`src/rtl/spi_i2c_pkg.sv`:
```
// Shared encodings for the SPI-to-I2C sequencer: command opcodes, mode bytes,
// FSM states and the I2C command payload.
package spi_i2c_pkg;

    localparam int unsigned BYTE_W = 8;

    localparam logic [BYTE_W-1:0] MODE_I2C = 8'hC0;
    localparam logic [BYTE_W-1:0] MODE_OFF = 8'hC1;

    typedef enum logic [1:0] {
        OP_START = 2'd0,
        OP_WRITE = 2'd1,
        OP_READ  = 2'd2,
        OP_STOP  = 2'd3
    } cmd_op_e;

    typedef enum logic [3:0] {
        ST_OFF,
        ST_I2C_IDLE,
        ST_START,
        ST_ADDR,
        ST_WAIT_ADDR,
        ST_WR_WAIT,
        ST_WR_BYTE,
        ST_WAIT_WR,
        ST_RD_COUNT,
        ST_RD_BYTE,
        ST_WAIT_RD,
        ST_DRAIN,
        ST_STOP
    } state_e;

    typedef struct packed {
        cmd_op_e           op;
        logic [BYTE_W-1:0] wdata;
        logic              nack;
    } cmd_t;

endpackage

```
`src/rtl/spi_i2c_sequencer_if.sv`:
```
// Bus bundle between the sequencer and its SPI byte receiver, I2C byte engine
// and status LEDs.
interface spi_i2c_sequencer_if;

    logic       rx_valid;
    logic [7:0] rx_data;
    logic [7:0] tx_data;
    logic       tx_load;
    logic       cmd_valid;
    logic       cmd_ready;
    logic [1:0] cmd_op;
    logic [7:0] cmd_wdata;
    logic       cmd_nack;
    logic       rsp_valid;
    logic [7:0] rsp_rdata;
    logic       rsp_nack;
    logic       i2c_mode;
    logic       busy;
    logic       err_nack;
    logic       err_ovf;

    modport master (
        input  rx_valid, rx_data, cmd_ready, rsp_valid, rsp_rdata, rsp_nack,
        output tx_data, tx_load, cmd_valid, cmd_op, cmd_wdata, cmd_nack,
               i2c_mode, busy, err_nack, err_ovf
    );

    modport slave (
        output rx_valid, rx_data, cmd_ready, rsp_valid, rsp_rdata, rsp_nack,
        input  tx_data, tx_load, cmd_valid, cmd_op, cmd_wdata, cmd_nack,
               i2c_mode, busy, err_nack, err_ovf
    );

endinterface

```
`src/rtl/idle_timer.sv`:
```
// Inter-byte idle counter: runs while enabled, clears on demand and flags the
// last idle clock before the open transaction must be closed.
module idle_timer #(
    parameter int unsigned IDLE_TIMEOUT = 1024,
    parameter int unsigned TO_W         = 11
) (
    input  logic clk,
    input  logic rst,
    input  logic clear,
    input  logic enable,
    output logic expire_c
);

    logic [TO_W-1:0] count;

    always_ff @(posedge clk) begin
        if (rst) begin
            count <= '0;
        end else if (clear) begin
            count <= '0;
        end else if (enable) begin
            count <= count + TO_W'(1);
        end
    end

    assign expire_c = enable && !clear && (count == TO_W'(IDLE_TIMEOUT - 1));

endmodule

```
`src/rtl/spi_i2c_sequencer.sv`:
```
// Turns the SPI byte stream (mode byte, address byte, data/count bytes) into
// START/WRITE/READ/STOP commands for the I2C engine and returns read bytes to SPI.
module spi_i2c_sequencer
    import spi_i2c_pkg::*;
#(
    parameter int unsigned IDLE_TIMEOUT = 1024,
    parameter int unsigned TO_W         = 11
) (
    input  logic                clk,
    input  logic                rst,
    spi_i2c_sequencer_if.master bus
);

    state_e            state, state_nxt;
    cmd_t              cmd_q, cmd_nxt;
    logic              cmd_valid_q, cmd_valid_nxt;
    logic [BYTE_W-1:0] addr_q, addr_nxt;
    logic [BYTE_W-1:0] wbyte_q, wbyte_nxt;
    logic [BYTE_W-1:0] hold_q, hold_nxt;
    logic              hold_full_q, hold_full_nxt;
    logic [BYTE_W-1:0] rd_left_q, rd_left_nxt;
    logic [BYTE_W-1:0] tx_data_q, tx_data_nxt;
    logic              tx_load_q, tx_load_nxt;
    logic              i2c_mode_q, i2c_mode_nxt;
    logic              busy_q, busy_nxt;
    logic              err_nack_q, err_nack_nxt;
    logic              err_ovf_q, err_ovf_nxt;
    logic [BYTE_W-1:0] rd_count_c;
    logic              cmd_fire_c, timing_c, hold_en_c, tmr_clear_c, expire_c;

    assign cmd_fire_c  = cmd_valid_q && bus.cmd_ready;
    assign timing_c    = (state == ST_WR_WAIT) || (state == ST_RD_COUNT);
    assign tmr_clear_c = bus.rx_valid || !timing_c;
    assign hold_en_c   = (state == ST_START)   || (state == ST_ADDR) ||
                         (state == ST_WAIT_ADDR) || (state == ST_WR_BYTE) ||
                         (state == ST_WAIT_WR);

    idle_timer #(
        .IDLE_TIMEOUT (IDLE_TIMEOUT),
        .TO_W         (TO_W)
    ) u_idle_timer (
        .clk      (clk),
        .rst      (rst),
        .clear    (tmr_clear_c),
        .enable   (timing_c),
        .expire_c (expire_c)
    );

    always_ff @(posedge clk) begin
        if (rst) begin
            state       <= ST_OFF;
            cmd_q       <= '0;
            cmd_valid_q <= 1'b0;
            addr_q      <= '0;
            wbyte_q     <= '0;
            hold_q      <= '0;
            hold_full_q <= 1'b0;
            rd_left_q   <= '0;
            tx_data_q   <= '0;
            tx_load_q   <= 1'b0;
            i2c_mode_q  <= 1'b0;
            busy_q      <= 1'b0;
            err_nack_q  <= 1'b0;
            err_ovf_q   <= 1'b0;
        end else begin
            state       <= state_nxt;
            cmd_q       <= cmd_nxt;
            cmd_valid_q <= cmd_valid_nxt;
            addr_q      <= addr_nxt;
            wbyte_q     <= wbyte_nxt;
            hold_q      <= hold_nxt;
            hold_full_q <= hold_full_nxt;
            rd_left_q   <= rd_left_nxt;
            tx_data_q   <= tx_data_nxt;
            tx_load_q   <= tx_load_nxt;
            i2c_mode_q  <= i2c_mode_nxt;
            busy_q      <= busy_nxt;
            err_nack_q  <= err_nack_nxt;
            err_ovf_q   <= err_ovf_nxt;
        end
    end

    always_comb begin
        state_nxt     = state;
        cmd_nxt       = cmd_q;
        cmd_valid_nxt = cmd_valid_q;
        addr_nxt      = addr_q;
        wbyte_nxt     = wbyte_q;
        hold_nxt      = hold_q;
        hold_full_nxt = hold_full_q;
        rd_left_nxt   = rd_left_q;
        tx_data_nxt   = tx_data_q;
        tx_load_nxt   = 1'b0;
        err_nack_nxt  = err_nack_q;
        err_ovf_nxt   = err_ovf_q;
        rd_count_c    = '0;

        // Bytes arriving while a command is outstanding park in the one-byte slot.
        if (hold_en_c && bus.rx_valid) begin
            if (hold_full_q) begin
                err_ovf_nxt = 1'b1;
            end else begin
                hold_nxt      = bus.rx_data;
                hold_full_nxt = 1'b1;
            end
        end

        case (state)
            ST_OFF: begin
                if (bus.rx_valid && bus.rx_data == MODE_I2C) begin
                    state_nxt    = ST_I2C_IDLE;
                    err_nack_nxt = 1'b0;
                    err_ovf_nxt  = 1'b0;
                end
            end
            ST_I2C_IDLE: begin
                if (bus.rx_valid) begin
                    if (bus.rx_data == MODE_I2C) begin
                        err_nack_nxt = 1'b0;
                        err_ovf_nxt  = 1'b0;
                    end else if (bus.rx_data == MODE_OFF) begin
                        state_nxt = ST_OFF;
                    end else begin
                        addr_nxt  = bus.rx_data;
                        state_nxt = ST_START;
                    end
                end
            end
            ST_START: begin
                if (cmd_fire_c) begin
                    cmd_valid_nxt = 1'b0;
                    state_nxt     = ST_ADDR;
                end else if (!cmd_valid_q) begin
                    cmd_valid_nxt = 1'b1;
                    cmd_nxt       = '{OP_START, 8'h00, 1'b0};
                end
            end
            ST_ADDR: begin
                if (cmd_fire_c) begin
                    cmd_valid_nxt = 1'b0;
                    state_nxt     = ST_WAIT_ADDR;
                end else if (!cmd_valid_q) begin
                    cmd_valid_nxt = 1'b1;
                    cmd_nxt       = '{OP_WRITE, addr_q, 1'b0};
                end
            end
            ST_WAIT_ADDR: begin
                if (bus.rsp_valid) begin
                    if (bus.rsp_nack) begin
                        err_nack_nxt = 1'b1;
                        state_nxt    = ST_DRAIN;
                    end else begin
                        state_nxt = addr_q[0] ? ST_RD_COUNT : ST_WR_WAIT;
                    end
                end
            end
            ST_WR_WAIT: begin
                // A held byte goes first; a byte arriving in the same cycle takes its slot.
                if (hold_full_q) begin
                    wbyte_nxt     = hold_q;
                    hold_nxt      = bus.rx_data;
                    hold_full_nxt = bus.rx_valid;
                    state_nxt     = ST_WR_BYTE;
                end else if (bus.rx_valid) begin
                    wbyte_nxt = bus.rx_data;
                    state_nxt = ST_WR_BYTE;
                end else if (expire_c) begin
                    state_nxt = ST_STOP;
                end
            end
            ST_WR_BYTE: begin
                if (cmd_fire_c) begin
                    cmd_valid_nxt = 1'b0;
                    state_nxt     = ST_WAIT_WR;
                end else if (!cmd_valid_q) begin
                    cmd_valid_nxt = 1'b1;
                    cmd_nxt       = '{OP_WRITE, wbyte_q, 1'b0};
                end
            end
            ST_WAIT_WR: begin
                if (bus.rsp_valid) begin
                    if (bus.rsp_nack) begin
                        err_nack_nxt = 1'b1;
                        state_nxt    = ST_DRAIN;
                    end else begin
                        state_nxt = ST_WR_WAIT;
                    end
                end
            end
            ST_RD_COUNT: begin
                if (hold_full_q || bus.rx_valid) begin
                    rd_count_c    = hold_full_q ? hold_q : bus.rx_data;
                    hold_full_nxt = 1'b0;
                    if (rd_count_c == '0) begin
                        state_nxt = ST_STOP;
                    end else begin
                        rd_left_nxt = rd_count_c;
                        state_nxt   = ST_RD_BYTE;
                    end
                end else if (expire_c) begin
                    state_nxt = ST_STOP;
                end
            end
            ST_RD_BYTE: begin
                if (cmd_fire_c) begin
                    cmd_valid_nxt = 1'b0;
                    state_nxt     = ST_WAIT_RD;
                end else if (!cmd_valid_q) begin
                    cmd_valid_nxt = 1'b1;
                    cmd_nxt       = '{OP_READ, 8'h00, (rd_left_q == 8'd1)};
                end
            end
            ST_WAIT_RD: begin
                if (bus.rsp_valid) begin
                    tx_data_nxt = bus.rsp_rdata;
                    tx_load_nxt = 1'b1;
                    rd_left_nxt = rd_left_q - 8'd1;
                    state_nxt   = (rd_left_q == 8'd1) ? ST_STOP : ST_RD_BYTE;
                end
            end
            ST_DRAIN: begin
                hold_full_nxt = 1'b0;
                state_nxt     = ST_STOP;
            end
            ST_STOP: begin
                if (cmd_fire_c) begin
                    cmd_valid_nxt = 1'b0;
                    state_nxt     = ST_I2C_IDLE;
                end else if (!cmd_valid_q) begin
                    cmd_valid_nxt = 1'b1;
                    cmd_nxt       = '{OP_STOP, 8'h00, 1'b0};
                end
            end
            default: begin
                state_nxt     = ST_OFF;
                cmd_valid_nxt = 1'b0;
            end
        endcase

        i2c_mode_nxt = (state_nxt != ST_OFF);
        busy_nxt     = (state_nxt != ST_OFF) && (state_nxt != ST_I2C_IDLE);
    end

    assign bus.tx_data   = tx_data_q;
    assign bus.tx_load   = tx_load_q;
    assign bus.cmd_valid = cmd_valid_q;
    assign bus.cmd_op    = cmd_q.op;
    assign bus.cmd_wdata = cmd_q.wdata;
    assign bus.cmd_nack  = cmd_q.nack;
    assign bus.i2c_mode  = i2c_mode_q;
    assign bus.busy      = busy_q;
    assign bus.err_nack  = err_nack_q;
    assign bus.err_ovf   = err_ovf_q;

endmodule

```
`src/flat_wrapper.sv`:
```
// flat-port wrapper written by rule: the top's interface ports become plain ports
module spi_i2c_sequencer_flat import spi_i2c_pkg::*;
#(
    parameter int unsigned IDLE_TIMEOUT = 1024,
    parameter int unsigned TO_W         = 11
)
  (clk, rst, bus_rx_valid, bus_rx_data, bus_cmd_ready, bus_rsp_valid, bus_rsp_rdata, bus_rsp_nack, bus_tx_data, bus_tx_load, bus_cmd_valid, bus_cmd_op, bus_cmd_wdata, bus_cmd_nack, bus_i2c_mode, bus_busy, bus_err_nack, bus_err_ovf);
  spi_i2c_sequencer_if bus_i ();
  input  logic clk;
  input  logic rst;
  input wire logic [$bits(bus_i.rx_valid)-1:0] bus_rx_valid;
  input wire logic [$bits(bus_i.rx_data)-1:0] bus_rx_data;
  input wire logic [$bits(bus_i.cmd_ready)-1:0] bus_cmd_ready;
  input wire logic [$bits(bus_i.rsp_valid)-1:0] bus_rsp_valid;
  input wire logic [$bits(bus_i.rsp_rdata)-1:0] bus_rsp_rdata;
  input wire logic [$bits(bus_i.rsp_nack)-1:0] bus_rsp_nack;
  output wire logic [$bits(bus_i.tx_data)-1:0] bus_tx_data;
  output wire logic [$bits(bus_i.tx_load)-1:0] bus_tx_load;
  output wire logic [$bits(bus_i.cmd_valid)-1:0] bus_cmd_valid;
  output wire logic [$bits(bus_i.cmd_op)-1:0] bus_cmd_op;
  output wire logic [$bits(bus_i.cmd_wdata)-1:0] bus_cmd_wdata;
  output wire logic [$bits(bus_i.cmd_nack)-1:0] bus_cmd_nack;
  output wire logic [$bits(bus_i.i2c_mode)-1:0] bus_i2c_mode;
  output wire logic [$bits(bus_i.busy)-1:0] bus_busy;
  output wire logic [$bits(bus_i.err_nack)-1:0] bus_err_nack;
  output wire logic [$bits(bus_i.err_ovf)-1:0] bus_err_ovf;
  assign bus_i.rx_valid = bus_rx_valid;
  assign bus_i.rx_data = bus_rx_data;
  assign bus_i.cmd_ready = bus_cmd_ready;
  assign bus_i.rsp_valid = bus_rsp_valid;
  assign bus_i.rsp_rdata = bus_rsp_rdata;
  assign bus_i.rsp_nack = bus_rsp_nack;
  assign bus_tx_data = bus_i.tx_data;
  assign bus_tx_load = bus_i.tx_load;
  assign bus_cmd_valid = bus_i.cmd_valid;
  assign bus_cmd_op = bus_i.cmd_op;
  assign bus_cmd_wdata = bus_i.cmd_wdata;
  assign bus_cmd_nack = bus_i.cmd_nack;
  assign bus_i2c_mode = bus_i.i2c_mode;
  assign bus_busy = bus_i.busy;
  assign bus_err_nack = bus_i.err_nack;
  assign bus_err_ovf = bus_i.err_ovf;
  spi_i2c_sequencer #(.IDLE_TIMEOUT(IDLE_TIMEOUT), .TO_W(TO_W)) u_core (.clk(clk), .rst(rst), .bus(bus_i));
endmodule
```
`config.mk`:
```
export PLATFORM = sky130hd
export DESIGN_NAME = spi_i2c_sequencer_flat
export DESIGN_NICKNAME = d
export VERILOG_FILES = /design/src/rtl/spi_i2c_pkg.sv /design/src/rtl/spi_i2c_sequencer_if.sv /design/src/rtl/idle_timer.sv /design/src/rtl/spi_i2c_sequencer.sv /design/src/flat_wrapper.sv
export SDC_FILE = /design/constraint.sdc
export NUM_CORES = 1
export LEC_CHECK = 0
export CELL_PAD_IN_SITES_DETAIL_PLACEMENT = 0
export CELL_PAD_IN_SITES_GLOBAL_PLACEMENT = 1
export CORE_MARGIN = 3
export CORE_UTILIZATION = 42
export DETAILED_ROUTE_END_ITERATION = 10
export MAX_ROUTING_LAYER = met4
export PLACE_DENSITY_LB_ADDON = 0.2
export SLEW_MARGIN = 0
export SYNTH_ARGS = -nofsm -noshare
export SYNTH_HDL_FRONTEND = slang
export SYNTH_HIERARCHICAL = 1
export SYNTH_SLANG_ARGS = --single-unit
```
`constraint.sdc`:
```
create_clock -name clk -period 3.5 [get_ports clk]
set_input_delay 0.7 -clock clk [delete_from_list [all_inputs] [get_ports clk]]
set_output_delay 0.7 -clock clk [all_outputs]
set_load 0.02 [all_outputs]
```
== After elaboration in Yosys (flattened, before gate mapping) ==
Cells that the tools add are included.

* $add $sub $neg: 2
* Eq/ne operators: 35
* Mux-type cells: 62
* Bitwise gates (word level): 3
* Reduce and logical (&&, ||, !) cells: 33

{| class="wikitable"
|+ Operators by type and width
! cell !! count
|-
| 2-to-1 mux 11 bit || 10
|-
| 2-to-1 mux 4 bit || 18
|-
| 2-to-1 mux 8 bit || 9
|-
| one-hot mux 11 bit (5 select lines) || 1
|-
| one-hot mux 4 bit (13 select lines) || 1
|-
| != test 2 bit (second input constant) || 14
|-
| == test 4 bit (second input constant) || 5
|-
| == test 4 x 3 -> 1 bit (second input constant) || 4
|-
| == test 8 bit (second input constant) || 2
|-
| one-hot mux 8 bit (2 select lines) || 1
|-
| 2-to-1 mux 1 bit || 15
|-
| adder 11 x 1 -> 11 bit (second input constant) || 1
|-
| == test 11 x 10 -> 1 bit (second input constant) || 1
|-
| AND reduction 11 bit || 1
|-
| == test 4 x 2 -> 1 bit (second input constant) || 2
|-
| == test 8 x 1 -> 1 bit (second input constant) || 1
|-
| logical NOT 8 bit || 1
|-
| != test 2 x 1 -> 1 bit (second input constant) || 4
|-
| AND reduction 4 bit || 2
|-
| OR reduction 8 bit || 1
|-
| subtractor 8 x 1 -> 8 bit (second input constant) || 1
|-
| logical OR 1 bit || 7
|-
| logical AND 1 bit || 6
|-
| 2-to-1 mux 3 bit || 2
|-
| 16 further kinds || 25
|}

* Bits in registers: 73
* Bits of input ports: 22
* Output and inout bits: 25
* Logic and storage cells: 152

== Depth between registers and ports, before layout ==
* Depth in word-level cells: 13
* Depth in mapped cells: 12
* Gate-level depth less buffers: 10

== Modules after synthesis ==
The synthesis kept the hierarchy.

{| class="wikitable"
|+ Modules (own cells, without submodules)
! module !! instances !! cells an instance !! area an instance (um^2) !! sequential area each (um^2)
|-
| spi_i2c_sequencer || 1 || 413 || 3,335.7 || 1,241.2
|-
| idle_timer || 1 || 58 || 520.5 || 220.2
|}

== Least setup slack after synthesis ==
OpenSTA, ideal clock, no wires.

* Path kind: register -> register
* From: register u_core.state[2]
* To: register u_core.i2c_mode_q (netlist: u_core/bus.i2c_mode)
* Arrival: 2,572 ps
* Data required time: 3,366 ps
* Slack: 794 ps
* Stages on the path, launching flop included: 13
* Buffers on the path: 2
* Clock period less this slack: 2,706 ps
* Path through: dfxtp_1 > buf_2 > nor3b_1 > o21ba_2 > buf_4 > nand4_2 > or4_1 > nor3_1 > nor3_1 > a32oi_1 > o311ai_0 > nor4b_2 > a31oi_1

* Cells in the longest elaborated chain, start to end: 12
* Elaborated cells between the ends (all ways): 36
* Those cells by class: eq/ne (12); mux (16); reduce/logical (8)

{| class="wikitable"
|+ RTL lines
! what !! line !! text
|-
| start, declared || spi_i2c_sequencer.sv:14 || <nowiki>state_e state, state_nxt;</nowiki>
|-
| start signal, assigned || spi_i2c_sequencer.sv:66 || <nowiki>state <= state_nxt;</nowiki>
|-
| == test 4 x 3 -> 1 bit / == test 4 bit (equally long branches) || spi_i2c_sequencer.sv:32 || <nowiki>assign timing_c = (state == ST_WR_WAIT) || (state == ST_RD_COUNT);</nowiki>
|-
| logical OR 1 bit * || spi_i2c_sequencer.sv:32 ||
|-
| net u_core.timing_c || spi_i2c_sequencer.sv:29 || <nowiki>logic cmd_fire_c, timing_c, hold_en_c, tmr_clear_c, expire_c;</nowiki>
|-
| logical NOT 1 bit || spi_i2c_sequencer.sv:33 || <nowiki>assign tmr_clear_c = bus.rx_valid || !timing_c;</nowiki>
|-
| logical OR 1 bit || spi_i2c_sequencer.sv:33 ||
|-
| logical NOT 1 bit || idle_timer.sv:26 || <nowiki>assign expire_c = enable && !clear && (count == TO_W'(IDLE_TIMEOUT - 1));</nowiki>
|-
| logical AND 1 bit * (2 in a row) || idle_timer.sv:26 ||
|-
| net u_core.expire_c || spi_i2c_sequencer.sv:29 ||
|-
| 2-to-1 mux 4 bit * || spi_i2c_sequencer.sv:167, spi_i2c_sequencer.sv:200 ||
|-
| 2-to-1 mux 4 bit || spi_i2c_sequencer.sv:164 || <nowiki>end else if (bus.rx_valid) begin</nowiki>
|-
| 2-to-1 mux 4 bit || spi_i2c_sequencer.sv:159 || <nowiki>if (hold_full_q) begin</nowiki>
|-
| one-hot mux 4 bit (13 select lines) * || spi_i2c_sequencer.sv:108 || <nowiki>case (state)</nowiki>
|-
| nonzero test 4 bit * || spi_i2c_sequencer.sv:240 || <nowiki>i2c_mode_nxt = (state_nxt != ST_OFF);</nowiki>
|-
| end signal, assigned || spi_i2c_sequencer.sv:76 || <nowiki>i2c_mode_q <= i2c_mode_nxt;</nowiki>
|-
| end, declared || spi_i2c_sequencer.sv:24 || <nowiki>logic i2c_mode_q, i2c_mode_nxt;</nowiki>
|}

The timed path passes the listed nets; every way through them passes the cells marked *.
A chain may end at the register's enable or synchronous reset.

== Final worst setup path ==
* From: register u_core.state[3]
* To: register u_core.i2c_mode_q (netlist: u_core/bus.i2c_mode)

The elaborated chain is that of the path after synthesis.

==> results summary <==
The share of power burned in registers is roughly 52%. The warning count from the yosys run came out at 6. In the layout the commonest cells are 73 x sky130_fd_sc_hd__dfxtp_1, 70 x sky130_fd_sc_hd__nor2_1, 45 x sky130_fd_sc_hd__clkdlybuf4s50_1, 41 x sky130_fd_sc_hd__a21oi_1, 38 x sky130_fd_sc_hd__nand2_1.

The tree is rooted in a sky130_fd_sc_hd__clkbuf_8. Cells with a size suffix above 1 make up 8.84% of the layout. After routing the design area is 4560 um^2. The via-per-instance ratio is 5.82. The clock group share of total power is 43.4%.

Clock-pin slew was measured on the worst setup and hold paths at 0.08 ns. In this run, distinct cell masters in the synthesized netlist total 68. The via count of the first global-routing pass came to 3312. The routability congestion estimate is approximately 0.90. For this run, the leading register cell type out of synthesis is sky130_fd_sc_hd__dfxtp_1. The later-pin clock latency in the skew report came out at 0.35 ns.

The cell accounting for the most synthesized area is sky130_fd_sc_hd__dfxtp_1. The number of levels in the clock H-tree came out at 3. The number of design-rule violations left by the first detailed-router iteration is around 180. The worst hold path begins at u_core/bus.tx_data[2]$_SDFFE_PP0P_. At the placement stage, the worst setup path has a slack of 0.319 ns. The post-synthesis area per instance is 8.19 um^2. The multi-input gate area in the final layout is 2190 um^2. The synthesized design contains 73 register bits. The final worst setup slack came out at 0.391 ns. The flow ran to the end, and the final reports show no timing, DRC or antenna violations. The number of top-level design ports is 47. The sequential cell area fraction in the yosys report came out at 37.9%. The switching power is between 0.0003 and 0.0004 W.

Leaving out fill and tap cells, the most frequent cell in the layout is sky130_fd_sc_hd__dfxtp_1. After filler insertion, the fill cell instance count of the layout stands at 832. Counting along the longest clock path gives a buffer depth of 2. The internal reg-to-reg setup slack came out at 0.39 ns.

Based on the critical path, the design can be clocked at up to 322 MHz. The headroom to the max-slew limit came out at 44.8%. The number of nets with antenna violations after detailed routing came out at 0. The most critical setup path has its startpoint at u_core/state[3]$_SDFF_PP0_.

Buffers inserted during clock tree synthesis total 9. Summing over every cut layer, the via total after detailed routing is 3588. Summed over all nets, the half-perimeter wirelength after detailed placement is 6880 um. After synthesis the cells add up to 3860 um^2. Entering global routing, the biggest net connects 41 pins.

The class of the tightest hold or removal check is flop to flop. The mean routed wirelength per cell is about 16 um. The category of the most critical setup path is flop to flop. The data required time of the worst path came out at 3.73 ns. The post-synth net total came out at 496. The type of element capturing the critical path is a flop. The overall global routing resource usage came out at approximately 20%. Across the run, the number of max-cap violations was 0. In this run the biggest area consumer among cell types represents 37.9% of the synthesized area. The number of antenna violations at the first check in global routing is 0.

The die covers 10400 um^2. The post-synthesis to final-layout area growth is 18.4%. The area of placed instances is 4360 um^2. Yosys attributes the largest share of cell area to sky130_fd_sc_hd__dfxtp_1 38%, sky130_fd_sc_hd__nor2_1 6.8%, sky130_fd_sc_hd__mux2i_1 6.7%. Synthesis produced 471 cells. The number of pins exceeding their max-slew limit in the final report is 0. The final critical path time including I/O delays and setup is 3.11 ns.

Summed over all layers, the global routing overflow is 0. The post-cts hold buffer count came out at 0. The area of all sequential standard cells came out at 1460 um^2.

The proportion of total power due to net switching came out at 24.8%. The number of antenna diodes in the final layout is 0. For this design the ratio of total power to cell area is about 350 nW/um^2.

The number of port buffers came out at 46. The net count of the finished layout is 529. The aggregate negative setup slack is 0 ns. The internal power of the cells totals 0.00119 W.

In the routed design, unresolved DRC markers number 0. Counting every sink on the clock net gives 73. The floorplan step set the die height to 102 um. The combinational group share of total power came out at under 10%. The count of standard-cell rows came out at 34.

The share of synthesized registers carrying an async set or reset is 0%. The count of flip-flops with a built-in enable after synthesis came out at 0. The data arrival at the endpoint of the critical path came out at 3.34 ns. Setup repair after global routing left no endpoint under its margin.

The initial utilization of the core area, before any placement, comes to between 40% and 50%. The first global-routing pass estimated 16400 um of wire. The clock arrives with 0.00955 ns of skew. The placeable core region came out at 8810 um^2. The number of setup buffers added after CTS is 0. The number of detailed-route iterations in the first pass is 8.

The highest ir drop seen on vdd came out at roughly 0.16 mV. The CTS tree is built. Along the worst path, the maximum fanout reaches 12. The sort of element at the start of the critical path is a flop.

The final number of setup-violating endpoints came out at 0. The count of endpoints failing hold in the final timing report is 0. The routed wire length is approximately 10000 um. The cell leakage power came out at 1.55 nW. The chip width came out at just over 100 um. The startpoint identified for the worst register-to-register timing path is u_core/state[3]$_SDFF_PP0_. For the pin with the worst max-slew slack, the measured transition is roughly 0.8 ns. The share of the clock period used by the worst path is 88.8%.
## power by group through the flow
| stage | Sequential, W | Combinational, W | Clock (W) |
|---|---|---|---|
| 3_3_place_gp | 0.000849 | 0.0000689 | 0 |
| 2_1_floorplan | 0.000849 | 0.0000294 | 0 |
| 6_report | 0.000830 | 0.0000698 | 0.000689 |
| 4_1_cts | 0.000830 | 0.0000696 | 0.000706 |
| 3_5_place_dp | 0.000849 | 0.0000691 | 0 |
| 5_1_grt | 0.000830 | 0.0000762 | 0.000745 |
## cell usage after synthesis (10+ instances only)
master                      n
sky130_fd_sc_hd__nor2_1    70
sky130_fd_sc_hd__nand2_1   38
sky130_fd_sc_hd__inv_1     11
sky130_fd_sc_hd__nand2b_1  10
sky130_fd_sc_hd__buf_2     12
sky130_fd_sc_hd__a22oi_1   10
sky130_fd_sc_hd__mux2i_1   26
sky130_fd_sc_hd__nor3_1    17
sky130_fd_sc_hd__dfxtp_1   73
sky130_fd_sc_hd__clkbuf_1  16
sky130_fd_sc_hd__a21oi_1   41
## path summary, 6_finish.rpt
kind                                                           end  cells after the start
worst max-delay path                u_core/bus.i2c_mode$_SDFF_PP0_                     10
worst min-delay path            u_core/bus.tx_data[2]$_SDFFE_PP0P_                      2
worst max register to register      u_core/bus.i2c_mode$_SDFF_PP0_                     10
worst min register to register  u_core/bus.tx_data[2]$_SDFFE_PP0P_                      2
## critical path, stage by stage, from the launching register on
cell	delay, ns
sky130_fd_sc_hd__dfxtp_1	0.56
sky130_fd_sc_hd__nor3b_2	0.31
sky130_fd_sc_hd__o21ba_2	0.18
sky130_fd_sc_hd__nand4_2	0.20
sky130_fd_sc_hd__or4_1	0.59
sky130_fd_sc_hd__nor3_1	0.31
sky130_fd_sc_hd__nor3_1	0.12
sky130_fd_sc_hd__a32oi_1	0.16
sky130_fd_sc_hd__o311ai_0	0.17
sky130_fd_sc_hd__nor4b_2	0.29
sky130_fd_sc_hd__a31oi_1	0.11
## metrics by stage
stage	cells	total power (W)	utilization, %	hold WS [ns]
floorplan	471	0.000879	-	0.447
global placement	601	0.000918	49.5	0.442
detailed placement	601	0.000919	49.5	0.448
CTS	617	0.00161	51.8	0.460
global route	617	0.00165	51.8	0.479
finish	617	0.00159	51.8	0.457
## cells by family after synthesis
group                      Yosys count  share of synthesized area, %
xor gates and xnor gates             4                         0.909
muxes                               28                          7.33
DFF                                 73                          37.9
buffers and inverters               46                          5.55
adders and majority gates            3                         0.973
AOI/OAI and AO/OA                  118                          21.3
and+or+nand+nor                    199                          26.0
## routing by layer
| layer | up-vias | global-route usage [%] | wire, um |
|---|---|---|---|
| met3 | 12 | 3.48 | 570 |
| met2 | 118 | 31.7 | 4680 |
| met5 | - | - | 0 |
| met4 | 0 | 6.76 | 107 |
| met1 | 1680 | 27.2 | 4760 |
| li1 | 1778 | - | - |
## state kept, by name, summed over array words and instances, names as in the netlist
name / cells
u_core/bus.tx_load: 1
u_core/bus.cmd_op: 2
u_core/bus.cmd_valid: 1
u_core/bus.cmd_nack: 1
u_core/state: 4
u_core/hold_full_q: 1
u_core/wbyte_q: 8
u_core/rd_left_q: 8
u_core/bus.i2c_mode: 1
u_core/hold_q: 8
u_core/bus.cmd_wdata: 8
u_core/addr_q: 8
u_core/bus.tx_data: 8
u_core/u_idle_timer/count: 11
u_core/bus.busy: 1
u_core/bus.err_nack: 1
u_core/bus.err_ovf: 1
## final cells by class
cell class / count / area share [%]
multi-input combinational: 352 / 48.0
clock buffer: 9 / 2.71
inverter: 12 / 0.987
clock inverter: 7 / 1.67
tap: 108 / 2.96
timing repair buffer: 56 / 11.6
sequential: 73 / 32.0
## what timing repair did
item	CTS	global route
hold endpoints to repair	0	0
endpoints found under the setup margin	0	1
gates resized for setup	0	1
Note: power is estimated with default switching activity, not from simulation.
